$ cat src/rtl/wb_fabric_config_port_pkg.sv
// ============================================================================
// Module      : fabric_cfg_pkg
// Description : Shared constants, register map and drain FSM states for the
//               eFPGA configuration self-write port.
// Revision    : 1.0
// ============================================================================
`default_nettype none

package fabric_cfg_pkg;

    localparam int DATA_W = 32;

    // Register offsets, selected by adr[3:2]
    localparam logic [1:0] REG_DATA    = 2'd0;
    localparam logic [1:0] REG_CTRL    = 2'd1;
    localparam logic [1:0] REG_STATUS  = 2'd2;
    localparam logic [1:0] REG_WORDCNT = 2'd3;

    localparam int CTRL_EN     = 0;
    localparam int CTRL_FLUSH  = 1;
    localparam int CTRL_IRQ_EN = 2;

    localparam int ST_FULL   = 9;
    localparam int ST_EMPTY  = 10;
    localparam int ST_SELERR = 11;
    localparam int ST_DONE   = 12;

    typedef enum logic [1:0] {
        S_IDLE   = 2'd0,
        S_STROBE = 2'd1,
        S_GAP    = 2'd2
    } drain_state_t;

endpackage

`default_nettype wire

$ cat src/rtl/wb_fabric_config_port_if.sv
// ============================================================================
// Module      : wb_fabric_config_port_if
// Description : Wishbone classic slave bus bundle for the config port.
// Revision    : 1.0
// ============================================================================
`default_nettype none

interface wb_fabric_config_port_if
    import fabric_cfg_pkg::*;
();
    logic              wbs_cyc_i;
    logic              wbs_stb_i;
    logic              wbs_we_i;
    logic [3:0]        wbs_sel_i;
    logic [31:0]       wbs_adr_i;
    logic [DATA_W-1:0] wbs_dat_i;
    logic              wbs_ack_o;
    logic [DATA_W-1:0] wbs_dat_o;

    modport master (
        output wbs_cyc_i, wbs_stb_i, wbs_we_i, wbs_sel_i, wbs_adr_i, wbs_dat_i,
        input  wbs_ack_o, wbs_dat_o
    );

    modport slave (
        input  wbs_cyc_i, wbs_stb_i, wbs_we_i, wbs_sel_i, wbs_adr_i, wbs_dat_i,
        output wbs_ack_o, wbs_dat_o
    );
endinterface

`default_nettype wire

$ cat src/rtl/wb_fabric_config_port_fifo.sv
// ============================================================================
// Module      : cfg_fifo
// Description : Synchronous first-word-fall-through FIFO with flush.
// Revision    : 1.0
// ============================================================================
`default_nettype none

module cfg_fifo #(
    parameter int DEPTH = 16,
    parameter int WIDTH = 32
) (
    input  logic                     clk,
    input  logic                     rst_n,
    input  logic                     i_flush,
    input  logic                     i_push,
    input  logic                     i_pop,
    input  logic [WIDTH-1:0]         i_din,
    output logic [WIDTH-1:0]         o_dout,
    output logic [$clog2(DEPTH):0]   o_count,
    output logic                     o_full,
    output logic                     o_empty
);
    localparam int             C_AW   = $clog2(DEPTH);
    localparam logic [C_AW:0]  C_FULL = DEPTH[C_AW:0];

    logic [WIDTH-1:0] r_mem [DEPTH];
    logic [C_AW-1:0]  r_wr_ptr;
    logic [C_AW-1:0]  r_rd_ptr;
    logic [C_AW:0]    r_count;
    logic             w_do_push;
    logic             w_do_pop;

    assign o_full    = (r_count == C_FULL);
    assign o_empty   = (r_count == '0);
    assign o_count   = r_count;
    assign o_dout    = r_mem[r_rd_ptr];
    assign w_do_pop  = i_pop & ~o_empty;
    // A pop in the same cycle frees the slot the push needs
    assign w_do_push = i_push & (~o_full | w_do_pop);

    always_ff @(posedge clk) begin
        if (w_do_push && !i_flush) begin
            r_mem[r_wr_ptr] <= i_din;
        end
    end

    always_ff @(posedge clk or negedge rst_n) begin
        if (!rst_n) begin
            r_wr_ptr <= '0;
            r_rd_ptr <= '0;
            r_count  <= '0;
        end else if (i_flush) begin
            r_wr_ptr <= '0;
            r_rd_ptr <= '0;
            r_count  <= '0;
        end else begin
            if (w_do_push) begin
                r_wr_ptr <= r_wr_ptr + C_AW'(1);
            end
            if (w_do_pop) begin
                r_rd_ptr <= r_rd_ptr + C_AW'(1);
            end
            case ({w_do_push, w_do_pop})
                2'b10:   r_count <= r_count + (C_AW+1)'(1);
                2'b01:   r_count <= r_count - (C_AW+1)'(1);
                default: r_count <= r_count;
            endcase
        end
    end
endmodule

`default_nettype wire

$ cat src/rtl/wb_fabric_config_port.sv
// ============================================================================
// Module      : wb_fabric_config_port
// Description : Wishbone slave buffering config words and replaying them on
//               the eFPGA self-write strobe with programmable spacing.
// Revision    : 1.0
// ============================================================================
`default_nettype none

module wb_fabric_config_port
    import fabric_cfg_pkg::*;
#(
    parameter int          FIFO_DEPTH = 16,
    parameter int          STROBE_GAP = 1,
    parameter logic [31:0] BASE_ADR   = 32'h3000_0000,
    parameter logic [31:0] ADR_MASK   = 32'hFFFF_FFF0
) (
    input  logic                   CLK,
    input  logic                   resetn,
    wb_fabric_config_port_if.slave wb,
    output logic                   SelfWriteStrobe,
    output logic [DATA_W-1:0]      SelfWriteData,
    output logic                   ComActive,
    output logic                   irq
);
    localparam int         C_CW       = $clog2(FIFO_DEPTH) + 1;
    localparam logic [7:0] C_GAP_LAST = (STROBE_GAP > 0) ? 8'(STROBE_GAP - 1) : 8'd0;

    drain_state_t      r_state;
    drain_state_t      w_state_nxt;
    logic [7:0]        r_gap_cnt;
    logic              r_ack;
    logic [DATA_W-1:0] r_rdata;
    logic              r_en;
    logic              r_irq_en;
    logic              r_flush_pend;
    logic              r_selerr;
    logic              r_done;
    logic [31:0]       r_wordcnt;
    logic [DATA_W-1:0] r_swdata;

    logic              w_match;
    logic              w_cycle;
    logic [1:0]        w_reg;
    logic              w_sel_ok;
    logic              w_data_wr;
    logic              w_stall;
    logic              w_accept;
    logic              w_wr;
    logic              w_push;
    logic              w_pop;
    logic              w_can_pop;
    logic              w_finish;
    logic              w_done_set;
    logic [DATA_W-1:0] w_rdata;
    logic [DATA_W-1:0] w_fifo_dout;
    logic [C_CW-1:0]   w_count;
    logic              w_full;
    logic              w_empty;

    cfg_fifo #(
        .DEPTH (FIFO_DEPTH),
        .WIDTH (DATA_W)
    ) u_fifo (
        .clk     (CLK),
        .rst_n   (resetn),
        .i_flush (r_flush_pend),
        .i_push  (w_push),
        .i_pop   (w_pop),
        .i_din   (wb.wbs_dat_i),
        .o_dout  (w_fifo_dout),
        .o_count (w_count),
        .o_full  (w_full),
        .o_empty (w_empty)
    );

    assign w_match   = ((wb.wbs_adr_i & ADR_MASK) == BASE_ADR);
    assign w_cycle   = wb.wbs_cyc_i & wb.wbs_stb_i & w_match;
    assign w_reg     = wb.wbs_adr_i[3:2];
    assign w_sel_ok  = (wb.wbs_sel_i == 4'hF);
    assign w_data_wr = wb.wbs_we_i & (w_reg == REG_DATA);
    // Only a well-formed DATA write waits for room; bad-sel writes ack at once
    assign w_stall   = w_data_wr & w_sel_ok & w_full & ~w_pop;
    assign w_accept  = w_cycle & ~r_ack & ~w_stall;
    assign w_wr      = w_accept & wb.wbs_we_i;
    assign w_push    = w_accept & w_data_wr & w_sel_ok;
    assign w_can_pop = r_en & ~w_empty & ~r_flush_pend;

    always_comb begin
        w_rdata = '0;
        case (w_reg)
            REG_CTRL: begin
                w_rdata[CTRL_EN]     = r_en;
                w_rdata[CTRL_IRQ_EN] = r_irq_en;
            end
            REG_STATUS: begin
                w_rdata[C_CW-1:0]  = w_count;
                w_rdata[ST_FULL]   = w_full;
                w_rdata[ST_EMPTY]  = w_empty;
                w_rdata[ST_SELERR] = r_selerr;
                w_rdata[ST_DONE]   = r_done;
            end
            REG_WORDCNT: w_rdata = r_wordcnt;
            default:     w_rdata = '0;
        endcase
    end

    always_comb begin
        w_state_nxt = r_state;
        w_pop       = 1'b0;
        w_finish    = 1'b0;
        w_done_set  = 1'b0;
        case (r_state)
            S_IDLE: begin
                if (w_can_pop) begin
                    w_pop       = 1'b1;
                    w_state_nxt = S_STROBE;
                end
            end
            S_STROBE: begin
                if (STROBE_GAP > 0) begin
                    w_state_nxt = S_GAP;
                end else begin
                    w_finish = 1'b1;
                end
            end
            S_GAP: begin
                if (r_gap_cnt == 8'd0) begin
                    w_finish = 1'b1;
                end
            end
            default: w_state_nxt = S_IDLE;
        endcase
        // Chain straight into the next strobe so the peak rate is 1/(GAP+1)
        if (w_finish) begin
            if (w_can_pop) begin
                w_pop       = 1'b1;
                w_state_nxt = S_STROBE;
            end else begin
                w_state_nxt = S_IDLE;
                w_done_set  = w_empty & r_en;
            end
        end
    end

    always_ff @(posedge CLK or negedge resetn) begin
        if (!resetn) begin
            r_state   <= S_IDLE;
            r_gap_cnt <= 8'd0;
            r_swdata  <= '0;
        end else begin
            r_state <= w_state_nxt;
            if (r_state == S_STROBE) begin
                r_gap_cnt <= C_GAP_LAST;
            end else if (r_state == S_GAP && r_gap_cnt != 8'd0) begin
                r_gap_cnt <= r_gap_cnt - 8'd1;
            end
            if (w_pop) begin
                r_swdata <= w_fifo_dout;
            end
        end
    end

    always_ff @(posedge CLK or negedge resetn) begin
        if (!resetn) begin
            r_ack        <= 1'b0;
            r_rdata      <= '0;
            r_en         <= 1'b0;
            r_irq_en     <= 1'b0;
            r_flush_pend <= 1'b0;
            r_selerr     <= 1'b0;
            r_done       <= 1'b0;
            r_wordcnt    <= '0;
        end else begin
            r_ack        <= w_accept;
            r_flush_pend <= w_wr & (w_reg == REG_CTRL) & wb.wbs_sel_i[0]
                            & wb.wbs_dat_i[CTRL_FLUSH];
            if (w_accept && !wb.wbs_we_i) begin
                r_rdata <= w_rdata;
            end
            if (w_wr && w_reg == REG_CTRL && wb.wbs_sel_i[0]) begin
                r_en     <= wb.wbs_dat_i[CTRL_EN];
                r_irq_en <= wb.wbs_dat_i[CTRL_IRQ_EN];
            end
            // Clear first so a coincident new event is not lost
            if (w_wr && w_reg == REG_STATUS && wb.wbs_sel_i[0]) begin
                r_selerr <= 1'b0;
                r_done   <= 1'b0;
            end
            if (w_wr && w_data_wr && !w_sel_ok) begin
                r_selerr <= 1'b1;
            end
            if (w_done_set) begin
                r_done <= 1'b1;
            end
            if (w_wr && w_reg == REG_WORDCNT) begin
                r_wordcnt <= '0;
            end else if (r_state == S_STROBE) begin
                r_wordcnt <= r_wordcnt + 32'd1;
            end
        end
    end

    assign wb.wbs_ack_o    = r_ack;
    assign wb.wbs_dat_o    = r_rdata;
    assign SelfWriteStrobe = (r_state == S_STROBE);
    assign SelfWriteData   = r_swdata;
    assign ComActive       = ~w_empty | (r_state != S_IDLE);
    assign irq             = r_irq_en & r_done;
endmodule

`default_nettype wire

$ cat src/flat_wrapper.sv
// flat-port wrapper written by rule: the top's interface ports become plain ports
module wb_fabric_config_port_flat import fabric_cfg_pkg::*;
#(
    parameter int          FIFO_DEPTH = 16,
    parameter int          STROBE_GAP = 1,
    parameter logic [31:0] BASE_ADR   = 32'h3000_0000,
    parameter logic [31:0] ADR_MASK   = 32'hFFFF_FFF0
)
  (CLK, resetn, SelfWriteStrobe, SelfWriteData, ComActive, irq, wb_wbs_cyc_i, wb_wbs_stb_i, wb_wbs_we_i, wb_wbs_sel_i, wb_wbs_adr_i, wb_wbs_dat_i, wb_wbs_ack_o, wb_wbs_dat_o);
  wb_fabric_config_port_if wb_i ();
  input  logic CLK;
  input  logic resetn;
  output logic SelfWriteStrobe;
  output logic [DATA_W-1:0] SelfWriteData;
  output logic ComActive;
  output logic irq;
  input wire logic [$bits(wb_i.wbs_cyc_i)-1:0] wb_wbs_cyc_i;
  input wire logic [$bits(wb_i.wbs_stb_i)-1:0] wb_wbs_stb_i;
  input wire logic [$bits(wb_i.wbs_we_i)-1:0] wb_wbs_we_i;
  input wire logic [$bits(wb_i.wbs_sel_i)-1:0] wb_wbs_sel_i;
  input wire logic [$bits(wb_i.wbs_adr_i)-1:0] wb_wbs_adr_i;
  input wire logic [$bits(wb_i.wbs_dat_i)-1:0] wb_wbs_dat_i;
  output wire logic [$bits(wb_i.wbs_ack_o)-1:0] wb_wbs_ack_o;
  output wire logic [$bits(wb_i.wbs_dat_o)-1:0] wb_wbs_dat_o;
  assign wb_i.wbs_cyc_i = wb_wbs_cyc_i;
  assign wb_i.wbs_stb_i = wb_wbs_stb_i;
  assign wb_i.wbs_we_i = wb_wbs_we_i;
  assign wb_i.wbs_sel_i = wb_wbs_sel_i;
  assign wb_i.wbs_adr_i = wb_wbs_adr_i;
  assign wb_i.wbs_dat_i = wb_wbs_dat_i;
  assign wb_wbs_ack_o = wb_i.wbs_ack_o;
  assign wb_wbs_dat_o = wb_i.wbs_dat_o;
  wb_fabric_config_port #(.FIFO_DEPTH(FIFO_DEPTH), .STROBE_GAP(STROBE_GAP), .BASE_ADR(BASE_ADR), .ADR_MASK(ADR_MASK)) u_core (.CLK(CLK), .resetn(resetn), .wb(wb_i), .SelfWriteStrobe(SelfWriteStrobe), .SelfWriteData(SelfWriteData), .ComActive(ComActive), .irq(irq));
endmodule
$ cat config.mk
export PLATFORM = sky130hd
export DESIGN_NAME = wb_fabric_config_port_flat
export DESIGN_NICKNAME = d
export VERILOG_FILES = /design/src/rtl/wb_fabric_config_port_pkg.sv /design/src/rtl/wb_fabric_config_port_if.sv /design/src/rtl/wb_fabric_config_port_fifo.sv /design/src/rtl/wb_fabric_config_port.sv /design/src/flat_wrapper.sv
export SDC_FILE = /design/constraint.sdc
export NUM_CORES = 1
export LEC_CHECK = 0
export CELL_PAD_IN_SITES_DETAIL_PLACEMENT = 0
export CELL_PAD_IN_SITES_GLOBAL_PLACEMENT = 1
export CORE_ASPECT_RATIO = 0.5
export CORE_UTILIZATION = 45
export CTS_BUF_LIST = sky130_fd_sc_hd__clkbuf_2
export DETAILED_ROUTE_END_ITERATION = 8
export GPL_TIMING_DRIVEN = 0
export PLACE_DENSITY = 0.79
export SLEW_MARGIN = 30
export SYNTH_ARGS = -nofsm -noshare
export SYNTH_HDL_FRONTEND = slang
export SYNTH_SLANG_ARGS = --single-unit
export TNS_END_PERCENT = 10
$ cat constraint.sdc
create_clock -name CLK -period 4.35 [get_ports CLK]
set_input_delay 0.435 -clock CLK [delete_from_list [all_inputs] [get_ports CLK]]
set_output_delay 0.435 -clock CLK [all_outputs]
set_load 0.005 [all_outputs]
Yosys cells after proc, flatten, opt, wreduce, memory -nomap -nowiden. Memory sizes are Yosys's and may differ from the RTL's. A register that Yosys moved wholly into a read port is not among the register bits. Index checks and enable logic that the tools add are counted. Widths: inputs -> output; s select.

Bits in registers: 93. Bits in latches: 0. Memory bits (writable): 512. ROM bits: 0. Input bits: 73. Output and inout port bits: 68. Word-level logic and storage cells: 122. Memories kept: 1.

Add/subtract/negate cells: 6. Multiply operators: 0. Div/mod/pow operators: 0. Magnitude comparators: 0. Equality and inequality tests: 12. Shift-type cells: 0. Multiplexer cells: 34. Bitwise operators: 28. Reduce and logical (&&, ||, !) cells: 28.

Memory list: u_core.u_fifo.r_mem (words 16, width 32, rd ports 1, clocked after memory_dff 1, wr ports 1, line wb_fabric_config_port_fifo.sv:26) `logic [WIDTH-1:0] r_mem [DEPTH];`.

Operator list (count): $mux 32 (2); $add 32x1->32 const B (1); $eq 28x26->1 const B (1); $and 1x1->1 (20); $mux 4 (5); $mux 19 (1); $mux 8 (2); $mux 1 (14); $reduce_bool 2->1 (7); $logic_and 1x1->1 (10); $pmux 5 s2 (1); $add 4x1->4 const B (2); $eq 2x2->1 const B (4); $logic_not 8->1 (1); $pmux 4 s2 (1); $reduce_bool 8->1 (1); $sub 8x1->8 const B (1); $eq 2x1->1 const B (3); $not 1->1 (6); $pmux 1 s3 (2); $pmux 2 s3 (1); $add 5x1->5 const B (1); $eq 5x5->1 const B (1); $logic_not 5->1 (1); 13 further kinds (19).

Longest topological paths before layout. Gate-level depths: netlist of run 1.

Word-level depth: 18. Mapped depth: 16. Gate-level depth less buffers: 15.

By module. From an unflattened synthesis of run 1, not the netlist that was laid out.

Cells, all modules: 1296. Area total of the unflattened synthesis: 25180.4 um^2.

By module, submodules not included: cfg_fifo (times used 1, cells an instance 822, area an instance 20104.3 um^2, sequential area each 15700.1 um^2); wb_fabric_config_port (times used 1, cells an instance 474, area an instance 5076.1 um^2, sequential area each 2802.7 um^2).

Least setup slack after synthesis of run 1. OpenSTA, ideal clock, no wires.

Path type: register to register. Start point: register u_core.r_gap_cnt[0]. End point: memory u_core.u_fifo.r_mem[5][0], enable pin. Setup time: 0.461 ns. Arrival: 3.876 ns. Data required time: 3.889 ns. Slack: 0.013 ns. Cell stages (with the launch flop): 10. Buffers on the path: 1. Clock period less this slack: 4.337 ns. Cell sequence: dfrtp_1 > inv_1 > ha_1 > or3b_1 > buf_2 > o21ai_4 > a21oi_2 > nor2_4 > inv_2 > nor3_1.

Word-level cells in the longest chain between the ends: 14. Elaborated cells on any way between the ends: 16. Classes of those cells: mux (5); bitwise (9); reduce/logical (2).

RTL lines: start: declaration (line wb_fabric_config_port.sv:30) `logic [7:0] r_gap_cnt;`; start signal: assignment (line wb_fabric_config_port.sv:155) `r_gap_cnt <= r_gap_cnt - 8'd1;`; $logic_not 8->1 (*) (line wb_fabric_config_port.sv:127) `if (r_gap_cnt == 8'd0) begin`; $mux 1 (*) (line wb_fabric_config_port.sv:127); $mux 1 (*); $mux 1 (*) (line wb_fabric_config_port.sv:134) `if (w_finish) begin`; $not 1->1 (line wb_fabric_config_port.sv:82) `assign w_stall = w_data_wr & w_sel_ok & w_full & ~w_pop;`; $and 1x1->1 (line wb_fabric_config_port.sv:82); $not 1->1 (line wb_fabric_config_port.sv:83) `assign w_accept = w_cycle & ~r_ack & ~w_stall;`; $and 1x1->1 (line wb_fabric_config_port.sv:83); $and 1x1->1 (2 in a row) (line wb_fabric_config_port.sv:85) `assign w_push = w_accept & w_data_wr & w_sel_ok;`; $and 1x1->1 (*) (line wb_fabric_config_port_fifo.sv:39) `assign w_do_push = i_push & (~o_full | w_do_pop);`; $logic_and 1x1->1 (*) (line wb_fabric_config_port_fifo.sv:42) `if (w_do_push && !i_flush) begin`; $mux 1 (*) (line wb_fabric_config_port_fifo.sv:42); $mux 1 (not written as such) (*) (line wb_fabric_config_port_fifo.sv:43) `r_mem[r_wr_ptr] <= i_din;`; end: declaration (line wb_fabric_config_port_fifo.sv:26).

Every way passes the cells marked *; elsewhere a longest branch is shown, timed or not.

Worst setup path after layout of run 1.
Start point: register u_core.r_state[0]. End point: register u_core.u_fifo.r_count[4] (netlist: u_core.u_fifo.o_count[4]).

Word-level cells in the longest chain between the ends: 14. Elaborated cells on any way between the ends: 20. Classes of those cells: eq/ne (3); mux (6); bitwise (9); reduce/logical (2).

RTL lines: start: declaration (line wb_fabric_config_port.sv:28) `drain_state_t r_state;`; start signal: assignment (line wb_fabric_config_port.sv:151) `r_state <= w_state_nxt;`; $logic_not 2->1 (line wb_fabric_config_port.sv:112) `case (r_state)`; $mux 1 (line wb_fabric_config_port.sv:112); $mux 1 (line wb_fabric_config_port.sv:135) `if (w_can_pop) begin`; $mux 1 (*) (line wb_fabric_config_port.sv:134); $not 1->1 (line wb_fabric_config_port.sv:82); $and 1x1->1 (line wb_fabric_config_port.sv:82); $not 1->1 (line wb_fabric_config_port.sv:83); $and 1x1->1 (line wb_fabric_config_port.sv:83); $and 1x1->1 (2 in a row) (line wb_fabric_config_port.sv:85); $and 1x1->1 (line wb_fabric_config_port_fifo.sv:39); $eq 2x1->1 or $eq 2x2->1 (tied branches) (line wb_fabric_config_port_fifo.sv:63) `case ({w_do_push, w_do_pop})`; $pmux 5 s2 (line wb_fabric_config_port_fifo.sv:63); $mux 5 (line wb_fabric_config_port_fifo.sv:52) `end else if (i_flush) begin`; end signal: assignment (line wb_fabric_config_port_fifo.sv:64) `2'b10: r_count <= r_count + (C_AW+1)'(1);`; end signal: assignment (line wb_fabric_config_port_fifo.sv:65) `2'b01: r_count <= r_count - (C_AW+1)'(1);`; end signal: assignment (line wb_fabric_config_port_fifo.sv:66) `default: r_count <= r_count;`; end: declaration (line wb_fabric_config_port_fifo.sv:29) `logic [C_AW:0] r_count;`.

Marked as above. A chain may end at the register's enable or synchronous reset.

==> results by group, run 1 <==
Drt
  – Iteration-0 DRC Markers: between 1000 and 1500
  – Wirelength per Cell: 21.6 um
  – Final ANT Viol Nets: 0
  – Detailed Route WL: a little under 60 mm
  – Via/cell ratio: about 5.5
  – Drt drc: 0
  – Initial DRT Pass Iterations: 5
  – Vias: between 10000 and 15000

Global route
  – Largest net degree at the start of global routing: 72
  – Vias in the first global route: ~15000
  – Grt ovf: 0
  – First-pass GRT wire length: slightly below 90 mm
  – Initial antenna violation count: 2
  – Total track usage: about a fifth

Worst setup path
  – Crit Path Max Fanout: 10
  – CP startpoint: u_core.r_state[0]
  – Crit-path max cell delay: ~0.96 ns
  – Arrival time of the worst setup path: 5.10 ns
  – Reg2Reg Depth: 12
  – CP Data Required Time: roughly 5.4 ns
  – RR Startpoint: u_core.r_state[0]
  – Crit end category: flip-flop
  – CP Cell Sequence: nor3b_1 -> nand3_4 -> buf_2 -> inv_1 -> ha_1 -> inv_1 -> fa_1 -> nor2b_1 -> o21ai_0 -> and3_1 -> or4_1 -> a21oi_1
  – CP top delay family: simple AND/OR/NAND/NOR gates
  – CP most frequent cell: inv_1
  – Crit path kind: flip-flop to flip-flop
  – Reg2reg end: u_core.u_fifo.o_count[4]
  – Crit start category: flip-flop
  – Bufs and invs on worst path: 3
  – Setup slack, reg-to-reg: 0.26 ns
  – CP max stage cell: nor3b_1

STA
  – Peak Freq: roughly 0.24 GHz
  – Clock skew: 0.114 ns
  – Setup tns final: 0 ns
  – Tightest Pin Transition: approximately 1.1 ns
  – Max_slew headroom: 23.4%
  – Post-layout min period: just over 4 ns
  – Count of final max-slew check failures: 0
  – Fin crit share: roughly 94%
  – RSZ-0062 raised after global routing: no
  – Hold Vio Cnt, Final: 0
  – Final Setup Violations: 0
  – Final worst slack: 0.263 ns

Min path
  – Min-delay src: wb_wbs_sel_i[0]
  – Hold Crit Class: primary input to flip-flop
  – Hold path depth: 4
  – Hold Path Sink: u_core.r_flush_pend

Finish
  – Final Util: between 50 and 60%
  – Most frequent cells in the layout: edfxtp_1 (512), clkbuf_2 (223), clkdlybuf4s50_1 (136)
  – Sequential cell area: 18500 um2
  – Post-route design area: a little under 30000 um2
  – Area Growth Syn to Fin: 16.7%
  – Footprint of the multi-input gates: roughly 6600 um2
  – Most common cell after layout, fill and taps aside: edfxtp_1
  – Fill cell instance count of the final layout: ~4500
  – Layout Nets: about 1900
  – Share of layout cells above drive strength 1: ~22%

CTS
  – Clk sinks: around 640
  – Root Buffer: clkbuf_2
  – Clock slew at reported path FFs: between 0.1 and 0.15 ns
  – Worst skew pair latency: roughly 1.2 ns
  – H-tree Lvls: 4
  – CTS tree: built
  – Post-CTS Setup Bufs: 0
  – Num CTS Buffers: 144
  – Longest Clk Path Bufs: 3

Yosys
  – Ranking of synthesized cells by area: edfxtp_1 (60%), dfrtp_1 (12%), mux4_2 (8.5%)
  – Netlist cell types: 61
  – Syn Inst Count: 1509
  – Synth Flop Type: edfxtp_1
  – Yosys top cell area share: 60.1%
  – Syn Std Cell Area: approximately 26000 um2
  – Leading area contributor after synthesis: edfxtp_1
  – Mapped Nets: between 1500 and 2000
  – Synth Warn #: 0
  – Seq/Total Area, Yosys: 72.4%
  – Fraction of registers with async set/reset: 19.6%
  – Post-synth EDFFs: 512
  – Synthesized area per cell: ~17 um2
  – Yosys reg bits: roughly 640

Outcome
  – Status: completed

Floorplan
  – Initial Utilization: between 40 and 50%
  – Num ports: 141
  – Die extent in y: 171 um
  – DIE AREA: a little under 60000 um2
  – Rows: 61
  – CORE AREA: ~56000 um2
  – Chip width: 339 um

Placed design
  – Port bufs: 137
  – Detailed placement HPWL: around 38 mm
  – Area after DPL: between 20000 and 30000 um2
  – Routability cong.: about 0.8
  – Placement Setup Slack: -0.0965 ns

Power
  – Pwr Density: about 360 nW/um2
  – P_leak: approximately 10 nW
  – Worst VDD drop: about 180 uV

Job
  – Max-Cap Viols: 0
state kept, by name, indices dropped and copies added (netlist names), 2 cells and up:
register and cells:
u_core.r_gap_cnt 8, u_core.SelfWriteData 32, u_core.wb.wbs_dat_o 32, u_core.u_fifo.r_wr_ptr 4
u_core.r_wordcnt 32, u_core.u_fifo.o_count 5, u_core.r_state 2, u_core.u_fifo.r_mem 512
u_core.u_fifo.r_rd_ptr 4
final cells by class:
| cell class | count | share of cell area, % |
|---|---|---|
| Timing Repair Buffer | 173 | 6.28 |
| Multi-Input combinational cell | 745 | 22.3 |
| Clock inverter | 34 | 0.759 |
| Clock buffer | 223 | 3.74 |
| Buffer | 82 | 1.18 |
| Inverter | 45 | 0.566 |
| Sequential cell | 637 | 62.0 |
| Tap cell | 756 | 3.17 |
| Antenna cell | 2 | 0.0168 |
cells by family (layout without fill, tap and decap cells):
logic type / after synthesis / in the layout / share of synthesized area (%)
adders and majority gates: 12 / 12 / 0.617
buffers and inverters: 127 / 557 / 2.04
AOI/OAI and AO/OA: 176 / 176 / 4.16
other: 0 / 2 / 0
and+or+nand+nor: 323 / 323 / 7.06
DFF: 637 / 637 / 72.4
muxes: 203 / 203 / 12.7
xor gates and xnor gates: 31 / 31 / 1.06
power by group:
| group | leakage (nW) | internal [mW] | switching, mW | total (mW) |
|---|---|---|---|---|
| sequential | 6.02 | 6.58 | 0.0000000199 | 6.58 |
| combinational | 3.03 | 0.0699 | 0.112 | 0.182 |
| clock | 1.02 | 1.45 | 2.39 | 3.84 |
| total | 10.1 | 8.10 | 2.50 | 10.6 |
worst reg2reg max path: stages, from the launching register on:
cell     delay, ns
dfrtp_1       0.48
nor3b_1       0.96
nand3_4       0.27
buf_2         0.31
inv_1         0.18
ha_1          0.26
inv_1         0.11
fa_1          0.39
nor2b_1       0.16
o21ai_0       0.13
and3_1        0.21
or4_1         0.39
a21oi_1       0.15
timing repair:
| item | 4_1_cts | 5_1_grt |
|---|---|---|
| gates resized for setup | 0 | 1 |
| endpoints found under the setup margin | 0 | 1 |
| hold buffers | 5 | 0 |
| hold endpoints to repair | 173 | 0 |
synth_stat cells, types with 4 or more instances:
cell,count
a21oi_1,14
and3_1,10
and4_1,5
and4b_1,7
buf_1,4
buf_2,24
clkbuf_1,51
dfrtp_1,125
edfxtp_1,512
ha_1,11
inv_1,44
mux2_2,7
mux2i_1,98
mux4_2,96
nand2_1,90
nand3_1,26
nand4_1,40
nor2_1,46
nor2b_1,38
nor3_1,9
nor4_1,11
o211ai_1,5
o21ai_0,71
o21ai_1,8
o22ai_1,32
o31ai_1,37
or3_1,6
xnor2_1,10
xor2_1,21
routing by layer:
metal  global-route usage [%]  wire (um)  share of wire [%]  vias to the layer above
met5                        0          0                  0                        -
met4                     5.25        816                1.4                        0
met3                     4.37       3580                6.1                       80
met2                     33.2      27800                 48                      482
met1                     28.5      26100                 45                     7512
li1                         -          -                  -                     6635
worst max-delay path by stage:
stage,endpoint,slack (ns),cells past startpoint
2_1_floorplan,u_core.u_fifo.r_mem[5][0],0.01,9
3_3_place_gp,u_core.u_fifo.r_mem[5][15],-3.17,7
3_5_place_dp,u_core.u_fifo.o_count[4],-0.1,13
4_1_cts,u_core.u_fifo.o_count[4],0.26,16
5_1_grt,u_core.u_fifo.o_count[4],0.006,12
6_report,u_core.u_fifo.o_count[4],0.26,12
stage by stage:
stage,hold slack [ns],instances,power [mW]
finish,0.120,2697,10.6
global route,0.00588,2697,11.0
CTS,0.00857,2695,10.7
detailed placement,0.400,2433,6.89
global placement,0.464,2402,6.88
floorplan,0.139,1509,6.73
No activity file was read; power rests on OpenSTA's default activity.
==> run 2, diff against run 1 <==
--- a/config.mk
+++ b/config.mk
@@ -8,11 +8,12 @@
 export CELL_PAD_IN_SITES_DETAIL_PLACEMENT = 0
 export CELL_PAD_IN_SITES_GLOBAL_PLACEMENT = 1
 export CORE_ASPECT_RATIO = 0.5
-export CORE_UTILIZATION = 45
+export CORE_UTILIZATION = 40
 export CTS_BUF_LIST = sky130_fd_sc_hd__clkbuf_2
 export DETAILED_ROUTE_END_ITERATION = 8
+export GPL_ROUTABILITY_DRIVEN = 0
 export GPL_TIMING_DRIVEN = 0
-export PLACE_DENSITY = 0.79
+export PLACE_DENSITY = 0.72
 export SLEW_MARGIN = 30
 export SYNTH_ARGS = -nofsm -noshare
 export SYNTH_HDL_FRONTEND = slang
==> run 2 against run 1 <==
- combinational power is 2% higher
- global-route usage is 1.4 points lower
- cell area is 0.67% higher
- sequential power hardly changed
- critical endpoint unchanged
- setup slack better by 0.019 ns
- maximum frequency is 0.47% higher
==> results by group, run 2 (same netlist as run 1, synthesis figures left out) <==
Placed design
  – Placement Setup Slack: approximately 0.0020 ns
  – Detailed placement HPWL: ~40 mm
  – Area after DPL: ~29000 um2
  – Placed Cells: 2519
  – Port bufs: between 100 and 150

Min path
  – Min-delay src: wb_wbs_sel_i[2]
  – Hold Crit Class: primary input to flip-flop

Drt
  – Iteration-0 DRC Markers: about 1300
  – Met3 wire len: roughly 3.6 mm
  – Vias: roughly 15000
  – Wire length on met1: between 20 and 30 mm
  – Final ANT Viol Nets: 0
  – Detailed Route WL: 60.9 mm
  – Wirelength per Cell: approximately 22 um
  – Initial DRT Pass Iterations: 5
  – Highest metal used: met4
  – Met2 wire length: approximately 29 mm
  – Via/cell ratio: approximately 5.3
  – Drt drc: 0

CTS
  – Clk sinks: approximately 640
  – Longest Clk Path Bufs: 3
  – H-tree Lvls: 4
  – Root Buffer: clkbuf_2
  – CTS tree: built
  – Worst skew pair latency: roughly 1.2 ns
  – Clock slew at reported path FFs: ~0.12 ns
  – Num CTS Buffers: roughly 140

Worst setup path
  – Reg2Reg Depth: 16
  – Setup slack, reg-to-reg: approximately 0.28 ns
  – Reg2reg end: u_core.u_fifo.o_count[4]
  – CP most frequent cell: inv_1
  – CP startpoint: u_core.r_gap_cnt[0]
  – CP max stage cell: dfrtp_1
  – CP Cell Sequence: inv_1 -> ha_1 -> or3b_1 -> buf_2 -> o21ai_4 -> nand3_4 -> buf_4 -> inv_1 -> ha_1 -> inv_1 -> fa_1 -> nor2b_1 -> o21ai_0 -> and3_1 -> or4_1 -> a21oi_1
  – Crit-path max cell delay: between 0.4 and 0.5 ns
  – Crit end category: flip-flop
  – Crit Path Max Fanout: 10
  – Crit start category: flip-flop
  – Arrival time of the worst setup path: approximately 5.1 ns
  – Crit path kind: flip-flop to flip-flop
  – RR Startpoint: u_core.r_gap_cnt[0]
  – CP Data Required Time: ~5.4 ns
  – Crit path to: u_core.u_fifo.o_count[4]

STA
  – Max_slew headroom: between 20% and 30%
  – Final Setup Violations: 0
  – Peak Freq: around 0.25 GHz
  – Hold Vio Cnt, Final: 0
  – Final worst slack: 0.283 ns
  – Tightest Pin Transition: around 1.1 ns
  – Clock skew: ~0.12 ns
  – RSZ-0062 raised after global routing: no
  – Post-layout min period: slightly above 4 ns
  – Fin crit share: between 90 and 100%
  – Count of final max-slew check failures: 0

Floorplan
  – Die extent in y: roughly 180 um
  – Chip width: 360 um
  – Rows: 65
  – DIE AREA: about 65000 um2
  – Initial Utilization: 40.5%
  – Num ports: 141
  – CORE AREA: between 60000 and 70000 um2

Finish
  – Max FFs per register: about 510
  – Area Growth Syn to Fin: 17.5%
  – Most frequent cells in the layout: edfxtp_1 (512), clkbuf_2 (219), clkdlybuf4s50_1 (136)
  – Final Util: roughly 48%
  – Layout Nets: about 1900
  – Sequential cell area: ~19000 um2
  – Share of layout cells above drive strength 1: ~23%
  – Post-route design area: roughly 30000 um2
  – Most common cell after layout, fill and taps aside: edfxtp_1
  – Fill cell instance count of the final layout: 5436
  – Most flop-heavy register: u_core.u_fifo.r_mem
  – Footprint of the multi-input gates: around 6600 um2
  – Final Non-Filler Cells: ~2800

Global route
  – Largest net degree at the start of global routing: 65
  – Total track usage: a little under a fifth
  – First-pass GRT wire length: a little over 90 mm
  – Grt ovf: 0
  – Initial antenna violation count: 2
  – Vias in the first global route: roughly 15000

Power
  – P_leak: ~10 nW
  – Worst VDD drop: approximately 150 uV
  – Pwr Density: between 300 and 400 nW/um2
  – Final Total Pwr: roughly 10 mW

Job
  – Max-Cap Viols: 0

Outcome
  – Status: completed
## run 2: what timing repair did
| action | 4_1_cts | 5_1_grt |
|---|---|---|
| endpoints found under the setup margin | 0 | 1 |
| buffers inserted | 0 | 0 |
| endpoints found under the hold margin | 175 | 0 |
| gates resized for setup | 0 | 3 |
| hold buffers | 8 | 0 |
## run 2: final cells by class
class | count | share of cell area [%]
antenna | 3 | 0.0250
buffer | 82 | 1.19
clock buffer | 219 | 3.65
clock inverter | 32 | 0.575
inverter | 45 | 0.563
multi-input combinational | 745 | 22.1
sequential | 637 | 61.6
tap | 837 | 3.49
timing repair buffer | 182 | 6.79
## run 2: worst min path at each step
stage                          endpoint  slack (ns)  cells past startpoint
6_report            u_core.wb.wbs_ack_o        0.12                      4
5_1_grt             u_core.wb.wbs_ack_o      -0.009                      4
4_1_cts             u_core.wb.wbs_ack_o       0.005                      4
3_5_place_dp   u_core.SelfWriteData[28]        0.44                      1
3_3_place_gp   u_core.SelfWriteData[10]        0.47                      2
2_1_floorplan   u_core.SelfWriteData[0]        0.14                      0
## run 2: metal layers
metal / GRT usage [%] / vias to the layer above
met4: 4.58 / 0
met1: 27.2 / 7644
met3: 4.34 / 66
li1: - / 6651
met2: 29.9 / 446
met5: 0 / -
## run 2: stage by stage
stage          TNS (ns)  hold WS [ns]
6_report              0         0.117
5_1_grt               0      -0.00938
4_1_cts               0       0.00519
3_5_place_dp          0         0.441
3_3_place_gp    -941.97         0.465
2_1_floorplan         0         0.139
## run 2: power by group
group          total (mW)  internal (mW)  switching, mW
sequential           6.58           6.58   0.0000000212
combinational       0.186         0.0709          0.115
clock                3.73           1.35           2.38
## run 2: worst max-delay path, delay by kind of cell (launching register included)
kind,cells,cell delay [ns]
AND/OR/NAND/NOR,5,1.34
adder cells (fa/ha/maj),3,0.78
AO/OA/AOI/OAI,3,0.56
flip-flops,1,0.43
buffers and inverters,5,0.80
==> run 3, diff against run 2 <==
--- a/config.mk
+++ b/config.mk
@@ -5,15 +5,18 @@
 export SDC_FILE = /design/constraint.sdc
 export NUM_CORES = 1
 export LEC_CHECK = 0
+export ABC_CLOCK_PERIOD_IN_PS = 4350
 export CELL_PAD_IN_SITES_DETAIL_PLACEMENT = 0
 export CELL_PAD_IN_SITES_GLOBAL_PLACEMENT = 1
 export CORE_ASPECT_RATIO = 0.5
 export CORE_UTILIZATION = 40
 export CTS_BUF_LIST = sky130_fd_sc_hd__clkbuf_2
 export DETAILED_ROUTE_END_ITERATION = 8
+export DONT_BUFFER_PORTS = 1
 export GPL_ROUTABILITY_DRIVEN = 0
 export GPL_TIMING_DRIVEN = 0
-export PLACE_DENSITY = 0.72
+export PLACE_DENSITY = 0.69
+export SKIP_CTS_REPAIR_TIMING = 1
 export SLEW_MARGIN = 30
 export SYNTH_ARGS = -nofsm -noshare
 export SYNTH_HDL_FRONTEND = slang
==> run 3 against run 2 <==
- sequential share of layout area up 1.8 points
- combinational power fell by 17%
- clock skew fell by 0.012 ns
- via count fell by 2.9%
- first-iteration DRC count is 0.67% higher
- count of clock-buffer cells in the layout is 14 higher
- power rose by 1.5%
- utilization shrank 1.4 points
- final cell count down 2.7%
- critical path type unchanged
- largest cell class unchanged
- highest routed layer unchanged
==> results by group, run 3 (same netlist as run 1, synthesis figures left out) <==
Floorplan
  – Num ports: roughly 140
  – Initial Utilization: roughly 41%
  – Rows: 65
  – Die extent in y: 181 um
  – Chip width: 360 um
  – CORE AREA: around 63000 um2
  – DIE AREA: 65000 um2

Worst setup path
  – CP Data Required Time: about 5.5 ns
  – Crit start category: flip-flop
  – CP Cell Sequence: inv_1 -> ha_1 -> or3b_1 -> buf_2 -> o21ai_4 -> nand3_4 -> buf_4 -> inv_1 -> ha_1 -> inv_1 -> fa_1 -> nor2b_1 -> o21ai_0 -> and3_1 -> or4_1 -> a21oi_1
  – Crit Path Max Fanout: 10
  – Reg2reg end: u_core.u_fifo.o_count[4]
  – CP max stage cell: dfrtp_1
  – Arrival time of the worst setup path: just over 5 ns
  – RR Startpoint: u_core.r_gap_cnt[0]
  – Reg2Reg Depth: 16
  – Setup slack, reg-to-reg: about 0.27 ns
  – Crit path kind: flip-flop to flip-flop
  – Crit-path max cell delay: around 0.43 ns
  – CP most frequent cell: inv_1
  – CP top delay family: simple AND/OR/NAND/NOR gates
  – Bufs and invs on worst path: 5
  – Crit end category: flip-flop

Drt
  – Iteration-0 DRC Markers: approximately 1300
  – Detailed Route WL: between 60 and 70 mm
  – Drt drc: 0
  – Wirelength per Cell: between 20 and 25 um
  – Vias: 14374
  – Initial DRT Pass Iterations: 7
  – Final ANT Viol Nets: 0
  – Via/cell ratio: approximately 5.3

Min path
  – Min-delay src: wb_wbs_dat_i[11]
  – Hold Crit Class: primary input to flip-flop
  – Hold path depth: 1
  – Hold Path Sink: u_core.u_fifo.r_mem[10][11]

CTS
  – Clock slew at reported path FFs: between 0.1 and 0.15 ns
  – H-tree Lvls: 4
  – Longest Clk Path Bufs: 3
  – Clk sinks: ~640
  – Num CTS Buffers: approximately 150
  – Worst skew pair latency: about 1.2 ns
  – CTS tree: built
  – Root Buffer: clkbuf_2

STA
  – Tightest Pin Transition: between 1 and 1.5 ns
  – Clock skew: around 0.11 ns
  – Post-layout min period: about 4.1 ns
  – Fin crit share: 93.7%
  – Setup tns final: 0 ns
  – Count of final max-slew check failures: 0
  – Hold Vio Cnt, Final: 0
  – Final Setup Violations: 0
  – Peak Freq: between 0.2 and 0.25 GHz
  – Max_slew headroom: a little over a quarter

Outcome
  – Status: completed

Global route
  – Grt ovf: 0
  – Total track usage: a little under a fifth
  – Initial antenna violation count: 2
  – Vias in the first global route: approximately 14000
  – Largest net degree at the start of global routing: ~130
  – First-pass GRT wire length: slightly above 90 mm

Placed design
  – Area after DPL: between 20000 and 30000 um2
  – Placed Cells: 2379
  – Detailed placement HPWL: approximately 40 mm
  – Port bufs: 0

Finish
  – Layout Nets: between 1500 and 2000
  – Sequential cell area: ~19000 um2
  – Final Util: between 40% and 50%
  – Most flop-heavy register: u_core.u_fifo.r_mem
  – Max FFs per register: a little over 500
  – Most common cell after layout, fill and taps aside: edfxtp_1
  – Fill cell instance count of the final layout: around 5500
  – Footprint of the multi-input gates: between 6000 and 7000 um2
  – Area Growth Syn to Fin: 14.1%
  – Final Non-Filler Cells: roughly 2700
  – Share of layout cells above drive strength 1: between 20% and 30%
  – Post-route design area: about 29000 um2
  – Most frequent cells in the layout: edfxtp_1 (512), clkbuf_2 (234), dfrtp_1 (125)

Power
  – Worst VDD drop: 140 uV
  – Final Total Pwr: around 11 mW
  – P_leak: ~10 nW
  – Pwr Density: roughly 360 nW/um2

Job
  – Max-Cap Viols: 0
run 3: worst max-delay path by stage:
stage	cells after the start	startpoint	end	slack [ns]
after global placement	6	wb_wbs_adr_i[3]	u_core.u_fifo.r_mem[5][13]	-2.81
after detailed placement	16	u_core.r_gap_cnt[0]	u_core.u_fifo.o_count[4]	0.08
after CTS	16	u_core.r_gap_cnt[0]	u_core.u_fifo.o_count[4]	0.03
after floorplan	9	u_core.r_gap_cnt[0]	u_core.u_fifo.r_mem[5][0]	0.01
after global routing	16	u_core.r_gap_cnt[0]	u_core.u_fifo.o_count[4]	-0.004
final	16	u_core.r_gap_cnt[0]	u_core.u_fifo.o_count[4]	0.27
run 3: metrics by stage:
step | hold WS, ns | setup slack (ns)
2_1_floorplan | 0.139 | 0.0128
3_3_place_gp | 0.146 | -2.81
3_5_place_dp | 0.146 | 0.0788
4_1_cts | -1.22 | 0.0311
5_1_grt | 0.0214 | -0.00428
6_report | 0.168 | 0.274
run 3: power breakdown:
group / switching [mW] / total [mW] / internal, mW / leakage [nW]
clock: 2.43 / 3.91 / 1.48 / 1.06
sequential: 0.0000000262 / 6.58 / 6.58 / 6.02
combinational: 0.110 / 0.154 / 0.0438 / 2.77
run 3: final cells by class:
cell class | instances | area share [%]
clock buffers | 233 | 4.00
repair buffers | 95 | 3.76
diodes | 4 | 0.0343
multi-input cells | 745 | 22.8
plain buffers | 82 | 1.22
clock inverters | 28 | 0.613
flip-flops and latches | 637 | 63.4
inverters | 45 | 0.579
well taps | 837 | 3.59
run 3: per-layer routing:
layer / track usage [%] / up-vias / routed length (um)
met5: 0 / - / 0
met4: 4.72 / 0 / 946
met3: 5.01 / 62 / 3860
met2: 28.7 / 465 / 28400
met1: 26.6 / 7354 / 28100
li1: - / 6493 / -
